$ cat config.mk
export PLATFORM = sky130hd
export DESIGN_NAME = uncrop_pad
export DESIGN_NICKNAME = d
export VERILOG_FILES = /design/src/rtl/uncrop_pad.sv
export SDC_FILE = /design/constraint.sdc
export NUM_CORES = 1
export LEC_CHECK = 0
export BUFFER_PORTS_ARGS = -buffer_cell sky130_fd_sc_hd__clkbuf_2
export CORE_AREA = 10 10 76 52
export DETAILED_ROUTE_END_ITERATION = 6
export DIE_AREA = 0 0 86 62
export GPL_TIMING_DRIVEN = 0
export PLACE_DENSITY = 0.76
export RECOVER_POWER = 50
export REMOVE_ABC_BUFFERS = 1
export SLEW_MARGIN = 25
export SYNTH_ARGS = -nofsm -noshare
export SYNTH_HDL_FRONTEND = slang
export SYNTH_SLANG_ARGS = --single-unit
$ cat constraint.sdc
create_clock -name clk -period 2.73 [get_ports clk]
set_input_delay 0.273 -clock clk [delete_from_list [all_inputs] [get_ports clk]]
set_output_delay 0.273 -clock clk [all_outputs]
set_load 0.05 [all_outputs]
$ cat src/rtl/uncrop_pad.sv
// uncrop_pad: re-expands a cropped raster stream into the full frame,
// filling every position outside the crop window with a constant pad.
module uncrop_pad #(
  parameter int PIXEL_BIT_WIDTH = 12,
  parameter int IN_ROWS = 40,
  parameter int IN_COLS = 40,
  parameter int OUT_ROWS = 20,
  parameter int OUT_COLS = 20,
  parameter int Y_1 = 10,
  parameter int X_1 = 10,
  parameter logic [PIXEL_BIT_WIDTH-1:0] PAD_VALUE = '0
) (
  input  logic                       clk,
  input  logic                       reset,
  input  logic [PIXEL_BIT_WIDTH-1:0] pixel_in,
  input  logic                       in_valid,
  output logic                       in_ready,
  output logic [PIXEL_BIT_WIDTH-1:0] pixel_out,
  output logic                       out_valid,
  output logic                       out_last,
  input  logic                       out_ready
);

  localparam int XW = $clog2(IN_COLS) + 1;
  localparam int YW = $clog2(IN_ROWS) + 1;

  typedef enum logic {
    WAIT = 1'b0,
    GEN  = 1'b1
  } state_t;

  state_t                     state_q;
  logic [XW-1:0]              x_q, x_d;
  logic [YW-1:0]              y_q, y_d;
  logic [PIXEL_BIT_WIDTH-1:0] pixel_q, pixel_d;
  logic                       valid_q, last_q;

  logic gen, in_win, can_load, load;
  logic at_end_x, at_end;

  assign gen = (state_q == GEN);

  // Signed compares keep a window starting at 0 free of constant-compare lint.
  assign in_win = (int'(y_q) >= Y_1) && (int'(y_q) < Y_1 + OUT_ROWS) &&
                  (int'(x_q) >= X_1) && (int'(x_q) < X_1 + OUT_COLS);

  assign can_load = !valid_q || out_ready;
  assign in_ready = gen && in_win && can_load;
  assign load     = gen && can_load && (!in_win || in_valid);

  assign at_end_x = (x_q == XW'(IN_COLS - 1));
  assign at_end   = at_end_x && (y_q == YW'(IN_ROWS - 1));

  assign pixel_d = in_win ? pixel_in : PAD_VALUE;

  always_comb begin
    x_d = x_q;
    y_d = y_q;
    if (load) begin
      if (at_end_x) begin
        x_d = '0;
        y_d = at_end ? '0 : y_q + 1'b1;
      end else begin
        x_d = x_q + 1'b1;
      end
    end
  end

  always_ff @(posedge clk) begin
    if (reset) begin
      state_q <= WAIT;
      x_q     <= '0;
      y_q     <= '0;
      pixel_q <= '0;
      valid_q <= 1'b0;
      last_q  <= 1'b0;
    end else begin
      x_q <= x_d;
      y_q <= y_d;
      unique case (state_q)
        WAIT: if (in_valid) state_q <= GEN;
        GEN:  if (load && at_end) state_q <= WAIT;
      endcase
      if (load) begin
        valid_q <= 1'b1;
        pixel_q <= pixel_d;
        last_q  <= at_end;
      end else if (out_ready) begin
        valid_q <= 1'b0;
        last_q  <= 1'b0;
      end
    end
  end

  assign pixel_out = pixel_q;
  assign out_valid = valid_q;
  assign out_last  = last_q;

endmodule

=== Word-level counts from Yosys, hierarchy flattened ===
Cells that the tools add are included.
W data, S select, Z words.

* Bits in registers: 29
* Input port bits: 16

* Order comparisons: 4
* Bitwise gates (word level): 1
* Reductions and logical operators: 15
* Add/subtract/negate cells: 2
* Eq/ne operators: 2
* Multiplexer cells: 9

{| class="wikitable"
|+ Operators with widths
! kind !! number
|-
| $add A7 B1 Y7 const B || 2
|-
| $eq A7 B6 Y1 const B || 2
|-
| $ge A7 B4 Y1 const B || 2
|-
| $lt A7 B5 Y1 const B || 2
|-
| $mux W7 || 2
|-
| $mux W12 || 1
|-
| $logic_and A1 B1 Y1 || 9
|-
| $mux W1 || 5
|-
| $logic_not A1 Y1 || 2
|-
| $logic_or A1 B1 Y1 || 2
|-
| $pmux W1 S2 || 1
|-
| $reduce_and A2 Y1 || 1
|-
| $reduce_bool A2 Y1 || 1
|-
| $not A1 Y1 || 1
|}

=== Longest topological paths before layout ===
* Depth in word-level cells: 10
* Mapped depth: 8

=== Worst setup path after synthesis ===
No wires, ideal clock.

* Kind: register to output
* Start point: register x_q[1]
* End point: output in_ready
* Required time: 2.457 ns
* Slack: 0.525 ns
* Arrival: 1.932 ns
* Stages on the path, launching flop included: 5
* Path through: dfxtp_1 ha_1 o31a_1 o2111ai_2 nor3_1

* Longest elaborated chain between the ends: 5
* Elaborated cells on any way between the ends: 6

{| class="wikitable"
|+ RTL lines
! element !! line !! source
|-
| start, declared || 33 || <nowiki>logic [XW-1:0] x_q, x_d;</nowiki>
|-
| start signal, assigned || 72 || <nowiki>x_q <= '0;</nowiki>
|-
| start signal, assigned || 78 || <nowiki>x_q <= x_d;</nowiki>
|-
| $ge A7 B4 Y1 || 45 || <nowiki>(int'(x_q) >= X_1) && (int'(x_q) < X_1 + OUT_COLS);</nowiki>
|-
| $logic_and A1 B1 Y1 || 44 || <nowiki>assign in_win = (int'(y_q) >= Y_1) && (int'(y_q) < Y_1 + OUT_ROWS) &&</nowiki>
|-
| $logic_and A1 B1 Y1 * || 45 ||
|-
| $logic_and A1 B1 Y1 * (2 in series) || 48 || <nowiki>assign in_ready = gen && in_win && can_load;</nowiki>
|-
| end, declared || 17 || <nowiki>output logic in_ready,</nowiki>
|}

Every way passes the cells marked *; elsewhere a longest branch is shown, timed or not.

=== Worst setup path after layout ===
* Start point: register x_q[1]
* End point: register x_q[2]

* Longest elaborated chain between the ends: 6
* Elaborated cells on any way between the ends: 10

{| class="wikitable"
|+ RTL lines
! element !! line !! source
|-
| $ge A7 B4 Y1 || 45 ||
|-
| $logic_and A1 B1 Y1 || 44 ||
|-
| $logic_and A1 B1 Y1 || 45 ||
|-
| $logic_not A1 Y1 || 49 || <nowiki>assign load = gen && can_load && (!in_win || in_valid);</nowiki>
|-
| $logic_or A1 B1 Y1 || 49 ||
|-
| $logic_and A1 B1 Y1 || 49 ||
|}

Several ways; a longest one is shown, not always the timed one.
A chain may end at the register's enable or synchronous reset.

==> run summary <==
The run finished with clean final reports. The cell area power density is between 500 and 600 mW/mm^2. The post-route setup TNS is 0 ns. The number of global-route vias before repair is ~1,200. Summed over all cells, the static leakage comes to 0.000578 uW. The number of flops mapped to enable cells by yosys came out at 0. The slowest stage of the critical path belongs to the cell o31ai_4. The antenna diode count is 0. The top-area cell type share of the netlist area came out at 0.448. The post-layout worst setup margin is about 0.43 ns. The count of H-tree levels built during CTS came out at 2.

The die is between 80 and 90 um wide. The vertical die dimension is between 60 and 70 um. The clock insertion delay at the later pin of the skew report came out at 0.28 ns.

The warning count from the yosys run is 0. The number of ports placed on the die boundary is 31. The combined global-route utilization of all metal layers is 0.129.

After the last flow step, the layout net total stands at around 190. The number of slew-limit violations in the final report is 0. In this run the worst hold path is classified as input port to register. The residual antenna-violating net count after detailed routing is 0.

The maximum clock skew at final layout came out at around 0.0046 ns. The cell area after synthesis came out at 0.00129 sq mm. The area of the placeable core came out at 0.00268 sq mm. The final critical delay including setup and external delays came out at approximately 2.3 ns.

The root cell of the clock tree is clkbuf_8. The most used flip-flop cell after synthesis is dfxtp_1. The post-layout instance area came out at between 0.0015 and 0.002 sq mm.

The library cell occupying the most area in the post-synthesis netlist is dfxtp_1. The final HPWL from detailed placement came out at ~2.3 mm. The number of synthesized register bits came out at 29. The routability congestion estimate from global placement is between 0.7 and 0.8. The count of cells along the worst register-to-register path is 6. The number of endpoints failing setup at the final stage is 0. The sequential share of the synthesized area came out at 0.448. The multi-input combinational cells in the finished layout cover a total of ~670 sq um.

The post-cts gate resize count is 0. The average wire length per cell after detail routing is roughly 15 um. The initial utilization of the core area, before any placement, comes to 0.483. The largest net degree at the start of global routing is 29. The maximum single-stage delay on the critical path came out at roughly 0.76 ns. The sum of routed wire length over all layers came out at roughly 3.1 mm. The number of clock buffers inserted by TritonCTS came out at 5. The initial antenna violation count came out at 0. The internal reg-to-reg setup slack came out at between 0.4 and 0.5 ns.

The number of iterations in the first detailed-routing pass is 4. The die outline area came out at 0.00533 sq mm. Of all nets on the critical path, the largest fanout is 22. The post-CTS setup repair buffer count came out at 0. In the routed layout, each cell is associated on average with a via count of between 5 and 6. In the layout the commonest cells are dfxtp_1 (29), nor2_1 (27), clkbuf_2 (16), clkbuf_1 (15), a22oi_1 (12). The area of placed instances is ~0.0015 sq mm. The number of hold-slack violations in the final timing report is 0.

The maximum frequency from static timing analysis came out at approximately 440 MHz. At the pin with the least slew margin, the transition time is 0.866 ns. TritonCTS built the clock tree. The port buffer count came out at 30. The share of post-route cells with drive strength above 1 came out at 0.168. In the post-synthesis netlist, the biggest area contributors are dfxtp_1 (45%), nor2_1 (7.8%), a22oi_1 (7.0%).

The worst-case IR drop observed on VDD is about 0.23 mV. The worst endpoint required time came out at about 2.9 ns. STA classifies the critical path endpoint as a register. STA puts the critical path data arrival time at approximately 2.5 ns.

In the final layout, flip-flops and latches occupy 581 sq um. The critical path goes through ha_1, o31a_1, o2111ai_2, o31ai_4, nor2_1, mux2_4. The CTS sink count came out at 29. STA classifies the critical path startpoint as a register. The worst slack at placement came out at 0.463 ns. Global routing finished with a remaining overflow of 0. The maximum clock insertion buffer count came out at 2. The total of fill cells in the finished design is between 200 and 300. The area added between synthesis and finish came out at 17.7%.

The gate count of the mapped netlist came out at between 100 and 150. The max-cap check violation count came out at 0. The first global-routing pass estimated 5.41 mm of wire. The worst slew slack as a fraction of its limit is 0.423. Detailed routing inserted a total of between 1,000 and 1,500 vias. The count of unique library cells instantiated by Yosys is 36. In the finished design, the share of the clock period the worst path needs comes to 0.842. The hold-critical path depth is 3. The first-iteration detailed-routing DRC count is 59. Setup repair after global routing left no endpoint under its margin.

The number of buffers added to fix hold violations after cts is 0. The clock-pin slew on the worst setup and hold paths is around 0.06 ns. The setup path with the least slack is of type register to register. The number of standard-cell rows in the floorplan came out at 15. The library cell used most frequently in the layout, excluding fill and tap cells, is dfxtp_1. After synthesis, the mean cell area works out to a little over 9 sq um. For this run, design rule violations remaining after detail routing come to 0.

The share of synthesized flip-flops with an asynchronous set or reset is 0.
## final timing paths
| path | endpoint | startpoint |
|---|---|---|
| setup reg to reg | x_q[2]$_SDFFE_PP0P_ | x_q[1]$_SDFFE_PP0P_ |
| hold / removal | pixel_out[1]$_SDFFE_PP0P_ | pixel_in[1] |
| setup / recovery | x_q[2]$_SDFFE_PP0P_ | x_q[1]$_SDFFE_PP0P_ |
| hold reg to reg | out_last$_SDFFE_PP0P_ | out_last$_SDFFE_PP0P_ |
## worst max-delay path, delay by kind of cell, from the launching register on
kind                     cells  cell delay, ns
AO/OA/AOI/OAI                3            1.11
flip-flops                   1            0.43
multiplexers                 1            0.33
adder cells (fa/ha/maj)      1            0.18
AND/OR/NAND/NOR              1            0.14
## report_power, final
part           internal (uW)  leakage (uW)  switching [uW]
Clock                    176     0.0000450             159
Sequential               428      0.000234            4.69
Combinational           17.0      0.000299            30.6
## synth_stat cells (2+ instances only)
cell       n
a21oi_1    6
nand4_1    6
a22oi_1   12
nand2b_1   2
a211oi_1   2
xor2_1     5
nor3_1     4
nand2_1    2
buf_4      2
and3_1     3
or3_1      5
nor2_1    27
nand3_1    5
inv_1      4
dfxtp_1   29
ha_1       4
o21ai_0    3
clkbuf_1   2
## per-layer routing
metal  vias to the layer above  global-route usage  share of wire
met3                         7              0.0508          0.069
met4                         0              0.0888          0.024
met1                       556               0.138           0.44
met2                        37               0.212           0.47
li1                        572                   -              -
met5                         -                   0              0
## flip-flops by register name, indices dropped and copies added, names as in the netlist
name and count:
out_valid 1, out_last 1, x_q 7, gen 1
pixel_out 12, y_q 7
## layout make-up
| type | instances | share of cell area |
|---|---|---|
| flip-flops and latches | 29 | 0.381 |
| repair buffers | 30 | 0.0870 |
| well taps | 34 | 0.0279 |
| inverters | 4 | 0.00985 |
| clock inverters | 2 | 0.00657 |
| clock buffers | 6 | 0.0476 |
| multi-input cells | 102 | 0.440 |
## per-stage QoR
step	cells	hold WS (ns)	utilization	power, uW
floorplan	135	0.342	-	465
global placement	199	0.487	0.540	487
detailed placement	199	0.500	0.540	489
CTS	207	0.216	0.571	827
global route	207	0.254	0.568	854
finish	207	0.223	0.568	815
## cells by family after synthesis
logic type / Yosys count / share of synthesized area
and+or+nand+nor: 62 / 0.252
AOI/OAI and AO/OA: 29 / 0.168
muxes: 1 / 0.0116
DFF: 29 / 0.448
buffers and inverters: 10 / 0.0406
adders and majority gates: 4 / 0.0386
xor gates and xnor gates: 6 / 0.0406
Note: power is estimated with default switching activity, not from simulation.
